$ cat config.mk
export PLATFORM = sky130hd
export DESIGN_NAME = hamming_dec_engine
export DESIGN_NICKNAME = d
export VERILOG_FILES = /design/src/rtl/hamming_pkg.sv /design/src/rtl/hamming_secded_dec.sv /design/src/rtl/hamming_dec_engine.sv
export SDC_FILE = /design/constraint.sdc
export NUM_CORES = 1
export LEC_CHECK = 0
export BUFFER_PORTS_ARGS = -buffer_cell sky130_fd_sc_hd__buf_4
export CAP_MARGIN = 20
export CORE_ASPECT_RATIO = 0.9
export CORE_MARGIN = 8
export CORE_UTILIZATION = 40
export DETAILED_ROUTE_END_ITERATION = 8
export MAX_ROUTING_LAYER = met4
export SETUP_SLACK_MARGIN = 0.4
export SLEW_MARGIN = 20
export SYNTH_ARGS = -nofsm -noshare
export SYNTH_HDL_FRONTEND = slang
export SYNTH_SLANG_ARGS = --single-unit
export TNS_END_PERCENT = 20
$ cat constraint.sdc
create_clock -name Clk -period 3 [get_ports Clk]
set_input_delay 0.45 -clock Clk [delete_from_list [all_inputs] [get_ports Clk]]
set_output_delay 0.45 -clock Clk [all_outputs]
set_load 0.02 [all_outputs]
$ cat src/rtl/hamming_pkg.sv
// Shared types and bit-layout constants for the Hamming(16,11) SECDED decoder.
// Positions follow the encoder's word layout: w[15:1] are Hamming positions, w0 is overall parity.
package hamming_pkg;

    typedef enum logic [2:0] {
        S_IDLE  = 3'd0,
        S_RD_LO = 3'd1,
        S_RD_HI = 3'd2,
        S_WR_LO = 3'd3,
        S_WR_HI = 3'd4,
        S_DONE  = 3'd5
    } state_t;

    localparam int F1_POS = 7;
    localparam int F0_POS = 6;

    localparam int D1_POS  = 3;
    localparam int D2_POS  = 5;
    localparam int D4_POS  = 7;
    localparam int D5_POS  = 9;
    localparam int D11_POS = 15;

    // Syndrome bit k covers every position 1..15 whose index has bit k set.
    localparam logic [15:0] SYN_MASK0 = 16'hAAAA;
    localparam logic [15:0] SYN_MASK1 = 16'hCCCC;
    localparam logic [15:0] SYN_MASK2 = 16'hF0F0;
    localparam logic [15:0] SYN_MASK3 = 16'hFF00;

    function automatic logic [10:0] extract_data(input logic [15:0] w);
        return {w[D11_POS:D5_POS], w[D4_POS:D2_POS], w[D1_POS]};
    endfunction

endpackage

$ cat src/rtl/hamming_secded_dec.sv
// Combinational SECDED decode of one 16-bit word into 11 data bits plus
// double-error (f1) and corrected-single-error (f0) flags.
module hamming_secded_dec
    import hamming_pkg::*;
(
    input  logic [15:0] w,
    output logic [11:1] d,
    output logic        f1,
    output logic        f0
);

    logic [3:0]  syn;
    logic        q;
    logic [15:0] wc;

    always_comb begin
        syn[0] = ^(w & SYN_MASK0);
        syn[1] = ^(w & SYN_MASK1);
        syn[2] = ^(w & SYN_MASK2);
        syn[3] = ^(w & SYN_MASK3);
        q      = ^w;
        wc     = w;
        // Odd overall parity with a nonzero syndrome points at the flipped bit.
        if ((syn != 4'd0) && q) begin
            wc[syn] = ~w[syn];
        end
        d  = extract_data(wc);
        f0 = q;
        f1 = (syn != 4'd0) && !q;
    end

endmodule

$ cat src/rtl/hamming_dec_engine.sv
// Memory-walking SECDED decoder: reads NUM_WORDS encoded words, writes decoded
// data with status flags back, and counts single/double error words.
module hamming_dec_engine
    import hamming_pkg::*;
#(
    parameter int NUM_WORDS = 15,
    parameter int IN_BASE   = 30,
    parameter int OUT_BASE  = 0,
    parameter int AW        = 8
) (
    input  logic          Clk,
    input  logic          Reset,
    input  logic          Start,
    output logic          Done,
    output logic [AW-1:0] MemAddr,
    input  logic [7:0]    MemRdData,
    output logic [7:0]    MemWrData,
    output logic          MemWrEn,
    output logic [3:0]    Err1Cnt,
    output logic [3:0]    Err2Cnt
);

    localparam int IW = (NUM_WORDS > 1) ? $clog2(NUM_WORDS) : 1;

    state_t        state, state_nxt;
    logic [IW-1:0] idx;
    logic [7:0]    lo, hi;
    logic [11:1]   dec_d;
    logic          dec_f1, dec_f0;
    logic          start_ok, last_word;
    logic [AW-1:0] idx_x2, rd_base, wr_base;

    hamming_secded_dec u_dec (
        .w  ({hi, lo}),
        .d  (dec_d),
        .f1 (dec_f1),
        .f0 (dec_f0)
    );

    assign start_ok  = Start && ((state == S_IDLE) || (state == S_DONE));
    assign last_word = (idx == IW'(NUM_WORDS - 1));
    assign idx_x2    = AW'(idx) << 1;
    assign rd_base   = AW'(IN_BASE) + idx_x2;
    assign wr_base   = AW'(OUT_BASE) + idx_x2;

    always_ff @(posedge Clk) begin
        if (!Reset) begin
            state <= S_IDLE;
        end else begin
            state <= state_nxt;
        end
    end

    always_comb begin
        state_nxt = state;
        unique case (state)
            S_IDLE:  if (start_ok) state_nxt = S_RD_LO;
            S_RD_LO: state_nxt = S_RD_HI;
            S_RD_HI: state_nxt = S_WR_LO;
            S_WR_LO: state_nxt = S_WR_HI;
            S_WR_HI: state_nxt = last_word ? S_DONE : S_RD_LO;
            S_DONE:  if (start_ok) state_nxt = S_RD_LO;
            default: state_nxt = S_IDLE;
        endcase
    end

    always_ff @(posedge Clk) begin
        if (!Reset) begin
            idx     <= '0;
            lo      <= '0;
            hi      <= '0;
            Err1Cnt <= '0;
            Err2Cnt <= '0;
        end else if (start_ok) begin
            idx     <= '0;
            Err1Cnt <= '0;
            Err2Cnt <= '0;
        end else begin
            if (state == S_RD_LO) lo <= MemRdData;
            if (state == S_RD_HI) hi <= MemRdData;
            if (state == S_WR_HI) begin
                if (dec_f0) Err1Cnt <= Err1Cnt + 4'd1;
                if (dec_f1) Err2Cnt <= Err2Cnt + 4'd1;
                if (!last_word) idx <= idx + IW'(1);
            end
        end
    end

    always_comb begin
        MemAddr   = '0;
        MemWrEn   = 1'b0;
        MemWrData = '0;
        Done      = (state == S_DONE);
        unique case (state)
            S_RD_LO: MemAddr = rd_base;
            S_RD_HI: MemAddr = rd_base + AW'(1);
            S_WR_LO: begin
                MemAddr   = wr_base;
                MemWrEn   = 1'b1;
                MemWrData = dec_d[8:1];
            end
            S_WR_HI: begin
                MemAddr           = wr_base + AW'(1);
                MemWrEn           = 1'b1;
                MemWrData[F1_POS] = dec_f1;
                MemWrData[F0_POS] = dec_f0;
                MemWrData[2:0]    = dec_d[11:9];
            end
            default: ;
        endcase
    end

endmodule

==> impl_results.rst, run 1 <==
.. list-table::
   :header-rows: 1

   * - Metric
     - Value
   * - Outcome
     - finished with violations
   * - Violated checks
     - negative setup slack
   * - R2r startpoint
     - hi[7]
   * - Class of the tightest hold or removal check
     - input port to flop
   * - Worst Path Required
     - 2.55 ns
   * - Final count of hold timing violations
     - 0
   * - Max-cap viol count
     - 0
   * - Initial standard-cell utilization of the core
     - 40.99%
   * - Worst slew pin tran
     - 0.8460 ns
   * - Worst-path clk slew
     - 0.07 ns
   * - Period Utilization, post-route
     - 105.9%
   * - Leak
     - 0.001352 uW
   * - Die area
     - 0.009016 mm2
   * - Overall power after layout
     - 2195 uW
   * - Number of sinks driven by the clock tree
     - 31
   * - Most common library cell in the layout ignoring fill and taps
     - buf_4
   * - Critical Path Start
     - hi[7]
   * - Critical path's slowest cell
     - xnor3_2
   * - Family with the most delay on the worst path
     - XOR/XNOR gates
   * - WL/cell
     - 16.02 um
   * - Routability congestion estimate from global placement
     - 0.8740
   * - Number of buffers and inverters on the critical path
     - 2
   * - Final Slew Violations
     - 0
   * - Layout overhead on the synthesized area
     - 33.03%
   * - Inserted Clock Buffers
     - 5
   * - Global route total overflow
     - 0
   * - Share of final-layout standard cells stronger than drive strength 1
     - 36.47%
   * - CTS Root Buffer Type
     - clkbuf_8
   * - Number of distinct library cells after synthesis
     - 60
   * - Startpoint type of the worst setup path
     - flop
   * - Highest Clock Rate
     - 0.3147 GHz
   * - Via count of the routed design
     - 2142
   * - Cts hold-fix bufs
     - 0
   * - Final setup vio count
     - 7
   * - DR vias/cell
     - 5.199
   * - First-pass GRT wire length
     - 10920 um
   * - Syn Inst Count
     - 277
   * - Vert. Die Dim
     - 90.89 um
   * - Number of design rule violations left after detail routing
     - 0
   * - Layout net count
     - 355
   * - Asr flop ratio synth
     - 0%
   * - Hold Path Origin
     - MemRdData[3]
   * - Number of cell rows
     - 27
   * - Sequential-to-total area share from yosys stat
     - 24.90%
   * - Number of global-route vias before repair
     - 2156
   * - Maximum vdd ir drop
     - 0.3424 mV
   * - Delay of the slowest critical-path stage
     - 0.51 ns
   * - Areal power density over the cells
     - 662.0 mW/mm2
   * - Synth warnings
     - 0
   * - Data arrival time of the worst path
     - 2.73 ns
   * - Number of buffer cells added on primary ports
     - 34
   * - Initial antenna violation count
     - 0
   * - Number of iterations in the first detailed-routing pass
     - 4
   * - Final clock skew
     - 0.006515 ns
   * - Initial detailed-routing violation count
     - 105
   * - Sum of net half-perimeters after detailed placement
     - 5147 um
   * - Final critical delay including setup and external delays
     - 3.178 ns
   * - Critical path cell sequence
     - xnor2_2 > xnor3_2 > xor2_4 > mux2_4 > o211ai_2 > o2111ai_2 > buf_4 > o31ai_4 > buf_6
   * - Clk_lat worst skew
     - 0.28 ns
   * - Unrepaired setup endpoints after global routing
     - true
   * - Commonest cells after routing, fill and taps aside
     - buf_4 (70), nor2_1 (35), mux2i_1 (27), dfxtp_1 (24), nand2_1 (15)
   * - Core Footprint
     - 0.006081 mm2
   * - Critical path peak fanout
     - 3
   * - Setup Total Neg Slack
     - -1.002 ns
   * - EDFF count, synth
     - 0
   * - Diode insertion count for antenna repair
     - 0
   * - Predominant post-synthesis flop cell
     - dfxtp_1
   * - Kind of critical path
     - flop to output port
   * - Top-Level Pins
     - 37
   * - CTS tree
     - done
   * - Core utilization of the finished layout
     - 54.53%
   * - Total Routed Length
     - 6602 um
   * - GRT Util Overall
     - 15.46%
   * - Kind of end point of the critical path
     - output port
   * - Total standard cell area after synthesis
     - 0.002492 mm2
   * - Width of the die
     - 99.21 um
   * - Antenna-violating nets left
     - 0
   * - Least setup slack across all paths after layout
     - -0.1780 ns
   * - Average cell area after synthesis
     - 8.998 um2
   * - Htree depth
     - 2
   * - Pin count of the biggest net entering global routing
     - 21
   * - Slew margin rel.
     - 43.29%
   * - #FFs+latches synth
     - 31
   * - Maximum buffer depth of the clock tree
     - 2
[power breakdown]
part           total [uW]  internal (uW)  switching (uW)
combinational        1300            617             683
sequential            466            434            32.2
clock                 429            269             160
total                2200           1320             876
[tightest hold or removal path, stage by stage]
cell and delay [ns]:
buf_4 0.08, mux2i_1 0.06, nor2_1 0.07
[per-layer routing]
| metal | vias up | GRT usage, % | wire length, um |
|---|---|---|---|
| met2 | 55 | 22.47 | 3026 |
| met3 | 4 | 2.851 | 363 |
| met1 | 998 | 20.78 | 3142 |
| met5 | - | - | 0 |
| met4 | 0 | 5.416 | 68 |
| li1 | 1085 | - | - |
[path summary, 6_finish.rpt]
check	endpoint	slack (ns)	cells past startpoint
worst min-delay path	hi[3]	0.41	3
worst min register to register	Err2Cnt[3]	0.50	2
worst max-delay path	MemWrData[3]	-0.18	9
worst max register to register	Err2Cnt[3]	0.48	11
[layout make-up]
class                           instances  area (um2)
Multi-Input combinational cell        219        1871
Sequential cell                        31       629.4
Clock buffer                            6       82.58
Fill cell                             561        2765
Inverter                                7       26.28
Tap cell                               72       90.09
Timing Repair Buffer                   75       581.8
Clock inverter                          2       35.03
[cell families (layout without fill, tap and decap cells)]
family,after synthesis,count (layout),share of synthesized area (%)
and+or+nand+nor,91,91,17.37
xor gates and xnor gates,47,47,23.54
AOI/OAI and AO/OA,42,42,12.90
DFF,31,31,24.90
muxes,30,30,12.35
buffers and inverters,28,90,5.472
adders and majority gates,7,7,3.313
other,1,2,0.1505
[timing repair]
| item | CTS | global route |
|---|---|---|
| setup buffers | 1 | 2 |
| gates resized for setup | 16 | 8 |
| cloned | 0 | 0 |
| setup endpoints to repair | 13 | 11 |
| pin swaps | 1 | 2 |
[cells in the mapped netlist (all sizes together), types with 6 or more instances]
cell type	count	area [um2]
clkbuf	10	37.54
nor2	36	137.6
o21ai	9	45.04
inv	6	22.52
nor3	10	55.05
dfxtp	31	620.6
nand3	10	50.05
xnor2	24	277.8
nand2	15	56.30
xor2	17	171.4
a21oi	9	45.04
buf	11	72.57
mux2i	27	270.3
[state kept, by name, summed over array words and instances (netlist names)]
signal and flops:
Err1Cnt 4, hi 8, state 3, Err2Cnt 4, lo 8, idx 4
[through the flow]
| stage | cell area (um2) | hold WS, ns | worst slack, ns | instances |
|---|---|---|---|---|
| after floorplan | 2582 | 0.5043 | 0.1341 | 278 |
| after detailed placement | 3077 | 0.4807 | -0.05349 | 401 |
| final | 3316 | 0.4065 | -0.1780 | 412 |
| after global routing | 3316 | 0.4173 | -0.3015 | 412 |
| after CTS | 3264 | 0.4078 | -0.1924 | 410 |
| after global placement | 3077 | 0.4777 | -0.04240 | 401 |
(Power assumes the default switching activity.)
==> run 2, diff against run 1 <==
--- a/config.mk
+++ b/config.mk
@@ -13,6 +13,7 @@
 export DETAILED_ROUTE_END_ITERATION = 8
 export MAX_ROUTING_LAYER = met4
 export SETUP_SLACK_MARGIN = 0.4
+export SKIP_LAST_GASP = 1
 export SLEW_MARGIN = 20
 export SYNTH_ARGS = -nofsm -noshare
 export SYNTH_HDL_FRONTEND = slang
==> run 2 against run 1 <==
Compared with the run above:
- the run still ends with negative setup slack left
- power is 1.9% lower
- critical path type unchanged
- clock-buffer cell count unchanged
- critical endpoint is now MemWrData[1]
- cell count unchanged
- combinational power is 3% lower
- clock power hardly changed
==> impl_results.rst, run 2 (synthesis results as in run 1) <==
.. list-table::
   :header-rows: 1

   * - Metric
     - Value
   * - Die area
     - 0.009016 mm2 (unchanged)
   * - Maximum buffer depth of the clock tree
     - 2 (unchanged)
   * - Highest metal layer with signal wires
     - met4
   * - Number of buffer cells added on primary ports
     - 34 (unchanged)
   * - Critical path peak fanout
     - 6 (+3)
   * - Data arrival time of the worst path
     - 2.76 ns (+0.03 ns)
   * - CTS tree
     - done
   * - Violated checks
     - negative setup slack
   * - Areal power density over the cells
     - 658.5 mW/mm2 (-0.53%)
   * - Overall power after layout
     - 2154 uW (-1.9%)
   * - Placement-stage worst setup slack
     - -0.05349 ns (unchanged)
   * - Cts hold-fix bufs
     - 0 (unchanged)
   * - Htree depth
     - 2 (unchanged)
   * - Vert. Die Dim
     - 90.89 um (unchanged)
   * - Total Routed Length
     - 6510 um (-1.4%)
   * - Antenna-violating nets left
     - 0 (unchanged)
   * - Final setup vio count
     - 8 (+1)
   * - Initial detailed-routing violation count
     - 87 (-17%)
   * - Power Internal
     - 1304 uW (-1.1%)
   * - Unrepaired setup endpoints after global routing
     - true
   * - Worst reg2reg endpoint
     - Err2Cnt[3]
   * - CTS Root Buffer Type
     - clkbuf_8
   * - Width of the die
     - 99.21 um (unchanged)
   * - Initial standard-cell utilization of the core
     - 40.99% (unchanged)
   * - Kind of critical path
     - flop to output port
   * - Number of cell rows
     - 27 (unchanged)
   * - Worst-path clk slew
     - 0.07 ns (about the same)
   * - Pin count of the biggest net entering global routing
     - 21 (unchanged)
   * - Met2 Routed Length
     - 2941 um (-2.8%)
   * - Largest registers
     - hi x8, lo x8
   * - Top-Level Pins
     - 37 (unchanged)
   * - Global route total overflow
     - 0 (unchanged)
   * - Crit path capture
     - MemWrData[1]
   * - Register-to-Register Setup Slack
     - 0.50 ns (+0.02 ns)
   * - Slew margin rel.
     - 43.51% (+0.21 points)
   * - Startpoint type of the worst setup path
     - flop
   * - Number of iterations in the first detailed-routing pass
     - 4 (unchanged)
   * - Cell Area, Placed
     - 0.003077 mm2 (unchanged)
   * - Met3 wire length
     - 267 um (-26%)
   * - Max-cap viol count
     - 0 (unchanged)
   * - First-pass GRT wire length
     - 10940 um (+0.13%)
   * - Core Footprint
     - 0.006081 mm2 (unchanged)
   * - Clock group share of total power
     - 19.9% (+0.4 points)
   * - Diode insertion count for antenna repair
     - 0 (unchanged)
   * - Most common library cell in the layout ignoring fill and taps
     - buf_4
   * - Final count of hold timing violations
     - 0 (unchanged)
   * - Sum of net half-perimeters after detailed placement
     - 5147 um (unchanged)
   * - Commonest cells after routing, fill and taps aside
     - buf_4 (73), nor2_1 (35), mux2i_1 (27), dfxtp_1 (24), xnor2_1 (16)
   * - Least setup slack across all paths after layout
     - -0.2088 ns (-0.03084 ns)
   * - Initial antenna violation count
     - 0 (unchanged)
   * - Final clock skew
     - 0.006139 ns (-0.0003755 ns)
   * - Maximum vdd ir drop
     - 0.3441 mV (+0.50%)
   * - Leak
     - 0.001335 uW (-1.2%)
   * - Clk_lat worst skew
     - 0.28 ns (about the same)
   * - WL/cell
     - 15.80 um (-1.4%)
   * - Critical Path Start
     - hi[7]
   * - Highest Clock Rate
     - 0.3116 GHz (-0.96%)
   * - Worst slew pin tran
     - 0.8428 ns (-0.003192 ns)
   * - Via count of the routed design
     - 2152 (+0.47%)
   * - Switching share of power
     - 39.44% (-0.46 points)
   * - Power spent charging and discharging nets
     - 849.5 uW (-3.0%)
   * - Routability congestion estimate from global placement
     - 0.8740 (unchanged)
   * - Layout net count
     - 355 (unchanged)
   * - Sequential group share of total power
     - 21.6% (+0.4 points)
   * - Number of global-route vias before repair
     - 2150 (-0.28%)
   * - Class of the tightest hold or removal check
     - input port to flop
   * - R2r startpoint
     - hi[7]
   * - Relative contribution of combinational cells to total power
     - 58.4% (-0.8 points)
   * - Number of design rule violations left after detail routing
     - 0 (unchanged)
   * - Number of cells on the worst reg-to-reg path
     - 11 (unchanged)
   * - Design area
     - 0.003271 mm2 (-1.4%)
   * - Outcome
     - finished with violations
   * - Worst Path Required
     - 2.55 ns (about the same)
   * - Worst hold slack
     - 0.4071 ns (+0.0006160 ns)
   * - Inserted Clock Buffers
     - 5 (unchanged)
   * - Final critical delay including setup and external delays
     - 3.209 ns (+0.03083 ns)
   * - Share of final-layout standard cells stronger than drive strength 1
     - 35.00% (-1.5 points)
   * - Metal1 wirelength
     - 3198 um (+1.8%)
   * - DR vias/cell
     - 5.223 (+0.47%)
   * - Number of sinks driven by the clock tree
     - 31 (unchanged)
   * - Layout overhead on the synthesized area
     - 31.23%
   * - GRT Util Overall
     - 15.47% (about the same)
   * - Setup Total Neg Slack
     - -1.138 ns (-0.1367 ns)
   * - Kind of end point of the critical path
     - output port
   * - Final Slew Violations
     - 0 (unchanged)
   * - Period Utilization, post-route
     - 107.0% (+1.0 points)
-- run 2: stage by stage --
stage          util, %  instances
2_1_floorplan        -        278
3_3_place_gp     50.60        401
3_5_place_dp     50.60        401
4_1_cts          53.00        410
5_1_grt          53.79        412
6_report         53.79        412
-- run 2: power by group through the flow --
stage,clock (uW),sequential [uW],combinational [uW]
5_1_grt,470,469,1360
6_report,429,466,1260
3_3_place_gp,0,473,1200
3_5_place_dp,0,473,1200
4_1_cts,440,465,1220
2_1_floorplan,0,455,780
-- run 2: layout make-up --
type | instances | area (um2)
well taps | 72 | 90.09
clock buffers | 6 | 82.58
flip-flops and latches | 31 | 629.4
inverters | 7 | 26.28
clock inverters | 2 | 35.03
fillers | 566 | 2810
repair buffers | 75 | 570.5
multi-input cells | 219 | 1837
-- run 2: timing repair --
item | CTS | global route
endpoints found under the setup margin | 13 | 12
gates resized for setup | 8 | 6
pin swaps | 1 | 1
buffers inserted | 1 | 2
-- run 2: worst min path at each step --
stage	start	cells after the start	to	slack (ns)
after floorplan	lo[0]	2	lo[0]	0.50
after global placement	Err2Cnt[3]	2	Err2Cnt[3]	0.48
after detailed placement	Err2Cnt[3]	2	Err2Cnt[3]	0.48
after CTS	MemRdData[3]	3	hi[3]	0.41
after global routing	MemRdData[2]	3	lo[2]	0.42
final	MemRdData[3]	3	hi[3]	0.41
-- run 2: per-layer routing --
layer / global-route usage [%] / up-vias
met5: - / -
met2: 22.41 / 52
met1: 20.90 / 1006
met3: 2.773 / 8
met4: 5.416 / 0
li1: - / 1086
-- run 2: worst max-delay path: stages, from the launching register on --
cell and delay, ns:
dfxtp_2 0.34, xnor2_2 0.16, xnor3_2 0.51, buf_6 0.16, xnor2_4 0.13, buf_4 0.16
buf_4 0.15, nor4_2 0.32, mux2i_1 0.25, o22ai_1 0.11, buf_4 0.19
